File: config.mk
export PLATFORM = sky130hd
export DESIGN_NAME = slot_alloc
export DESIGN_NICKNAME = d
export VERILOG_FILES = /design/src/rtl/slot_alloc.sv
export SDC_FILE = /design/constraint.sdc
export NUM_CORES = 1
export LEC_CHECK = 0
export BUFFER_PORTS_ARGS = -buffer_cell sky130_fd_sc_hd__buf_4
export CAP_MARGIN = 10
export CORE_ASPECT_RATIO = 1.25
export CORE_UTILIZATION = 35
export DETAILED_ROUTE_END_ITERATION = 10
export PLACE_DENSITY = 0.59
export SLEW_MARGIN = 20
export SYNTH_ARGS = -nofsm -noshare
export SYNTH_HDL_FRONTEND = slang
export SYNTH_SLANG_ARGS = --single-unit
File: constraint.sdc
create_clock -name clk_i -period 12.3 [get_ports clk_i]
set_input_delay 1.845 -clock clk_i [delete_from_list [all_inputs] [get_ports clk_i]]
set_output_delay 1.845 -clock clk_i [all_outputs]
set_load 0.1 [all_outputs]
File: src/rtl/slot_alloc.sv
// Round-robin slot allocator over a W-entry occupancy vector with a release port.
// Define SLOT_ALLOC_CHECK_EN to drop illegal frees and raise a sticky err_o.
module slot_alloc #(
    parameter int W = 32,
    localparam int IW = $clog2(W),
    localparam int CW = $clog2(W) + 1
) (
    input  logic          clk_i,
    input  logic          rst_i,
    input  logic          alloc_req_i,
    output logic          alloc_rdy_o,
    output logic [IW-1:0] alloc_id_o,
    input  logic          free_vld_i,
    input  logic [IW-1:0] free_id_i,
    output logic [W-1:0]  occ_o,
    output logic [CW-1:0] count_o,
    output logic          full_o,
    output logic          empty_o,
    output logic          err_o
);

    logic [W-1:0]  occ;
    logic [W-1:0]  occ_next;
    logic [IW-1:0] ptr;
    logic [IW-1:0] cand;
    logic [IW-1:0] search_id;
    logic          found;
    logic [CW-1:0] count;
    logic [CW-1:0] count_next;
    logic          full;
    logic          empty;
    logic          grant;
    logic          free_dec;

    // Circular search from ptr; IW-bit addition wraps because W is a power of two.
    always_comb begin
        search_id = ptr;
        found     = 1'b0;
        cand      = ptr;
        for (int k = 0; k < W; k++) begin
            cand = ptr + IW'(k);
            if (!found && !occ[cand]) begin
                search_id = cand;
                found     = 1'b1;
            end
        end
    end

    assign alloc_id_o  = search_id;
    assign alloc_rdy_o = ~full & ~rst_i;
    assign grant       = alloc_req_i & alloc_rdy_o;

`ifdef SLOT_ALLOC_CHECK_EN
    logic free_ok;
    logic free_bad;
    logic err;

    // A legal free names an occupied slot that is not the one being granted.
    assign free_ok  = free_vld_i & occ[free_id_i] & ~(grant & (free_id_i == alloc_id_o));
    assign free_bad = free_vld_i & ~free_ok;
    assign free_dec = free_ok;

    always_comb begin
        occ_next = occ;
        if (free_ok) begin
            occ_next[free_id_i] = 1'b0;
        end
        if (grant) begin
            occ_next[alloc_id_o] = 1'b1;
        end
    end

    always_ff @(posedge clk_i) begin
        if (rst_i) begin
            err <= 1'b0;
        end else if (free_bad) begin
            err <= 1'b1;
        end
    end

    assign err_o = err;
`else
    assign free_dec = free_vld_i & occ[free_id_i];

    // Grant is applied after the clear so the counter and vector never disagree.
    always_comb begin
        occ_next = occ;
        if (free_vld_i) begin
            occ_next[free_id_i] = 1'b0;
        end
        if (grant) begin
            occ_next[alloc_id_o] = 1'b1;
        end
    end

    assign err_o = 1'b0;
`endif

    assign count_next = count + CW'(grant) - CW'(free_dec);

    always_ff @(posedge clk_i) begin
        if (rst_i) begin
            occ   <= '0;
            ptr   <= '0;
            count <= '0;
            full  <= 1'b0;
            empty <= 1'b1;
        end else begin
            occ   <= occ_next;
            count <= count_next;
            full  <= (count_next == CW'(W));
            empty <= (count_next == '0);
            if (grant) begin
                ptr <= alloc_id_o + IW'(1);
            end
        end
    end

    assign occ_o   = occ;
    assign count_o = count;
    assign full_o  = full;
    assign empty_o = empty;

endmodule

==> results of run 1 <==
[Yosys cell counts, types with 6 or more instances]
cell type and number:
ha_1 22, a22oi_1 7, mux2i_1 80, a21oi_1 84, nand2_1 72, and3_1 14, xnor2_1 21, a2111oi_0 7
inv_2 7, or3_1 7, a211oi_1 6, a221oi_1 9, buf_2 22, and4_1 6, nor2_1 83, xor2_1 8
a31oi_1 16, o32ai_1 6, o22ai_1 13, buf_4 11, nand3_1 42, dfxtp_1 45, or4_1 19, nor3_1 21
mux4_2 97, clkbuf_1 30, o21ai_0 59, mux2_2 37, a2bb2oi_1 6, buf_6 11, nand2b_1 10, nor4_1 8
inv_1 35, xnor2_2 7, nand4_1 27, nor2b_1 6, nand3b_1 7
[cell families after synthesis]
| logic type | Yosys count | synth area share |
|---|---|---|
| fa+ha+maj | 23 | 0.0312 |
| buf+inv | 123 | 0.0659 |
| other cells | 1 | 0.000396 |
| flops | 45 | 0.0951 |
| simple gates | 355 | 0.201 |
| mux | 217 | 0.363 |
| xor+xnor | 38 | 0.0423 |
| compound gates | 288 | 0.201 |
[flip-flops by register name, summed over array words and instances, names as in the netlist]
name     count
empty_o      1
full_o       1
count_o      6
ptr          5
occ_o       32
[stage by stage]
stage          worst slack, ns  hold slack (ns)  std cells  cell area (µm²)  power (mW)
2_1_floorplan             5.17            0.908       1090             9480        1.05
3_3_place_gp              4.13            0.632       1430            10000        1.33
3_5_place_dp              4.07            0.629       1430            10000        1.33
4_1_cts                   3.76            0.653       1438            10200        1.48
5_1_grt                   3.29            0.697       1438            10200        1.57
6_report                  3.66            0.656       1439            10200        1.50
[critical path, cell delays in order, from the launching register on]
cell and delay (ns):
dfxtp_2 0.33, inv_2 0.44, ha_1 0.81, mux4_2 0.47, mux2i_1 0.18, mux4_2 0.66
or4_1 0.81, or2_1 0.36, nor4_1 0.45, a211oi_1 0.14, and4b_1 0.21, a221oi_1 0.37
o21ai_1 0.19, a21oi_4 0.61, buf_4 0.41
[final timing paths]
kind / to / slack [ns] / cells past startpoint
min reg2reg: count_o[0] / 0.66 / 2
max: alloc_id_o[4] / 3.66 / 14
max reg2reg: occ_o[10] / 5.31 / 16
min: count_o[0] / 0.66 / 2
[layout make-up]
class | instances | share of cell area
antenna | 1 | 0.000246
multi-input combinational | 922 | 0.782
sequential | 45 | 0.0893
inverter | 43 | 0.0159
clock inverter | 3 | 0.00246
clock buffer | 5 | 0.0123
timing repair buffer | 75 | 0.0554
tap | 345 | 0.0425
[per-layer routing]
metal / vias up / track usage / wire (µm)
li1: 4326 / - / -
met3: 204 / 0.0436 / 3810
met2: 706 / 0.512 / 20100
met5: - / 0 / 13
met4: 2 / 0.252 / 3960
met1: 4871 / 0.374 / 15500
[power by group]
group / leakage [nW] / switching (mW) / internal [mW] / total (mW)
Clock: 0.0708 / 0.0638 / 0.0768 / 0.141
Sequential: 0.367 / 0.0226 / 0.162 / 0.185
Combinational: 3.10 / 0.784 / 0.393 / 1.18
Total: 3.53 / 0.870 / 0.632 / 1.50
==> impl_results.md, run 1 <==
- Status: complete, no violations
- Final setup violation count: 0
- Worst EP arrival: 6.79 ns
- Clk Latency, worst-skew pair: 0.30 ns
- Filler cells: about 2700
- Hold path startpoint: count_o[0]
- Clk slew on worst S/H paths: 0.07 ns
- Post-route clock skew: 0.00423 ns
- Commonest non-fill, non-tap cell in the layout: mux4_2
- Min Clock Period, post-route: 8.64 ns
- Syn_nets: between 1000 and 1500
- Sequential fraction of the synthesis area: 0.0951
- Fin Setup TNS: 0 ns
- Fraction of registers with async set/reset: 0
- R2r startpoint: ptr[0]
- Initial Utilization: 0.354
- Final net count: around 1100
- Vias in the first global route: 9500
- Synth Cell Area: 9480 µm²
- Cells after Synth: roughly 1100
- Leading area contributor after synthesis: mux4_2
- Synth top area cells: mux4_2 (23%), dfxtp_1 (9.5%), mux2i_1 (8.4%), a21oi_1 (4.4%), mux2_2 (4.4%)
- Die width: 149 µm
- Total grt overflow: 0
- Slew of the pin with the lowest slew margin: 1.19 ns
- Hold Buf Count CTS: 0
- Row count: 67
- HP Class: reg -> reg
- TritonCTS Buffers: 5
- Clock root cell: clkbuf_16
- P&R area growth vs syn: 7.30%
- DR DRC count: 0
- Crit end category: primary output
- WL/cell: 30.1 µm
- Largest net degree at the start of global routing: 60
- 1st-pass router iterations: 7
- Share of the synthesized area in the top cell type: 0.231
- Critical Path Fanout Max: 35
- Port bufs: 54
- Iteration-0 DRC Markers: between 1000 and 1500
- PD cells: ~150 nW/µm²
- Leakage: roughly 3.5 nW
- DPL Wire Length: 32.7 mm
- WS Path Type: reg -> out
- Final wirelength: 43.4 mm
- DRT antenna net count: 0
- Die area: 27700 µm²
- Max clock buf depth: 2
- CTS tree: done
- Die Ht: approximately 190 µm
- Worst relative slew slack: 0.200
- Placer's final routability congestion estimate: 1.08
- First-pass GRT wire length: ~64 mm
- Post-CTS setup buffer count: 0
- VDD IR max: 0.000206 V
- CTS Sinks: 45
- RSZ-0062 raised after global routing: no
- Post_cts resized: 0
- Max-slew violation count: 0
- GRT Overall Usage: 0.316
- Yosys reg bits: 45
- Core area: 26700 µm²
- Vias: about 10000
- Startpoint types: flop
- Number of flops mapped to enable cells by yosys: 0
- Fin. Hold Viols: 0
- Syn Area/Cell: 8.69 µm²
- YS warnings: 0
- Final worst path period share: 0.702
- Maxcap violations: 0
- CTS H-tree depth: 2
- FMAX: about 120 MHz
- Via/cell ratio: 7.03
- Initial antenna violation count: 2
- Most frequent cells in the layout: mux4_2 (97), a21oi_1 (84), nor2_1 (83)
- Synth cell types: 104
- CP required: 10.45 ns
- Area of the multi-input gates: 7950 µm²
- Worst setup path startpoint: ptr[0]
- Ports: 56
- Main synth FF type: dfxtp_1
- Seq. cell area: approximately 910 µm²
- Share of layout cells above drive strength 1: 0.250
- Core Util, Final: 0.380
No activity file was read; power rests on OpenSTA's default activity.
==> inputs of run 2 (changes only) <==
Clock period 12.3 ns to 8.8 ns, I/O delays scaled along.
==> impl_results.md, run 2 (synthesis results as in run 1) <==
- Reg power frac: 0.127
- Clk Latency, worst-skew pair: 0.30 ns
- Crit end category: primary output
- Hold Buf Count CTS: 0
- Post-route clock skew: 0.00531 ns
- Final wirelength: 43.9 mm
- First-pass GRT wire length: around 65 mm
- PD cells: 209 nW/µm²
- Initial antenna violation count: 1
- Largest net degree at the start of global routing: 55
- Worst EP arrival: 6.57 ns
- HP Class: reg -> reg
- Clk network pwr share: 0.090
- Die width: around 150 µm
- RSZ-0062 raised after global routing: no
- CTS Sinks: 45
- P&R area growth vs syn: 7.80%
- Min Clock Period, post-route: 7.89 ns
- Startpoint types: flop
- DPL Wire Length: 32.5 mm
- VDD IR max: 0.000351 V
- TritonCTS Buffers: 5
- Die Ht: ~190 µm
- CP required: 7.48 ns
- Worst relative slew slack: 0.285
- Final hold slack: between 0.6 and 0.7 ns
- Internal: 0.895 mW
- Final Instance Area: 10200 µm²
- Switching pwr: approximately 1.2 mW
- Core area: 26700 µm²
- Leakage: 3.56 nW
- Ant diodes: 0
- Hold path startpoint: count_o[5]
- DRT antenna net count: 0
- Row count: 67
- Fin Setup TNS: 0 ns
- Switch share: 0.580
- 1st-pass router iterations: 6
- Final worst path period share: 0.897
- CTS tree: done
- Status: complete, no violations
- Share of layout cells above drive strength 1: 0.253
- Vias in the first global route: 9798
- Clk slew on worst S/H paths: ~0.070 ns
- Post_cts resized: 0
- Max clock buf depth: 2
- Max-slew violation count: 0
- FMAX: approximately 130 MHz
- Die area: about 28000 µm²
- Critical Path Fanout Max: 49
- R2r startpoint: ptr[0]
- WS Path Type: reg -> out
- GRT Overall Usage: 0.318
- Pwr Total: 2.13 mW
- Placed Area: 10100 µm²
- Fin. Hold Viols: 0
- Seq. cell area: roughly 900 µm²
- DR DRC count: 0
- Clock root cell: clkbuf_16
- Filler cells: 2754
- Core Util, Final: 0.382
- Final net count: 1132
- Iteration-0 DRC Markers: 1308
- WL/cell: just over 30 µm
- Comb power frac: 0.783
- CTS H-tree depth: 2
- Placer's final routability congestion estimate: 1.02
- Ports: 56
- Maxcap violations: 0
- Via/cell ratio: roughly 7.0
- Initial Utilization: 0.354
- Post-CTS setup buffer count: 0
- Worst setup path startpoint: ptr[0]
- Commonest non-fill, non-tap cell in the layout: mux4_2
- Slew of the pin with the lowest slew margin: ~1.1 ns
- Area of the multi-input gates: 7950 µm²
- Vias: just over 10000
- Total grt overflow: 0
- Final setup violation count: 0
- Port bufs: 54
- Max FFs per register: 32
- Most frequent cells in the layout: mux4_2 (97), a21oi_1 (84), nor2_1 (83), buf_4 (83), mux2i_1 (80)
## run 2: cell count changes in the layout (fill, tap and decap cells not counted)
cell	change
clkbuf_1	+2
buf_4	+8
diode_2	-1
inv_6	-2
## run 2: cell type report
cell class              count  share of cell area
well taps                 345              0.0423
inverters                  43              0.0158
clock buffers               7              0.0130
clock inverters             1            0.000735
multi-input cells         922               0.778
flip-flops and latches     45              0.0889
repair buffers             83              0.0610
## run 2: layer usage
layer  wire length (µm)  vias to the layer above  GRT usage  share of wire
li1                   -                     4329          -              -
met1              15800                     4968      0.377           0.36
met2              20400                      695      0.519           0.47
met3               3840                      188     0.0453          0.087
met4               3780                        2      0.241          0.086
met5                 13                        -          0        0.00030
## run 2: final timing paths
kind / to / slack, ns / depth (start not counted)
setup / recovery: alloc_id_o[2] / 0.91 / 14
hold / removal: count_o[5] / 0.67 / 3
setup reg to reg: occ_o[15] / 2.02 / 18
hold reg to reg: count_o[5] / 0.67 / 3
## run 2: power groups by stage
stage	registers (mW)	clock network (mW)	logic, mW
5_1_grt	0.273	0.199	1.74
3_3_place_gp	0.275	0	1.63
4_1_cts	0.269	0.191	1.63
3_5_place_dp	0.274	0	1.62
6_report	0.272	0.191	1.67
2_1_floorplan	0.349	0	1.11
## run 2: metrics by stage
stage | setup WS [ns] | std cells
final | 0.910 | 1446
after global routing | 0.604 | 1446
after CTS | 1.12 | 1446
after detailed placement | 1.45 | 1438
after global placement | 1.41 | 1438
after floorplan | 2.20 | 1090
## run 2: worst max-delay path, stage by stage (launching register included)
cell,delay [ns]
dfxtp_2,0.33
buf_4,0.57
ha_1,0.74
xor2_2,0.35
mux2i_1,0.23
mux4_2,0.64
or4_1,0.80
nor4_2,0.46
nand4_1,0.31
a2111oi_0,0.85
or4_1,0.24
a31oi_1,0.05
nor2_2,0.19
inv_2,0.18
buf_4,0.28
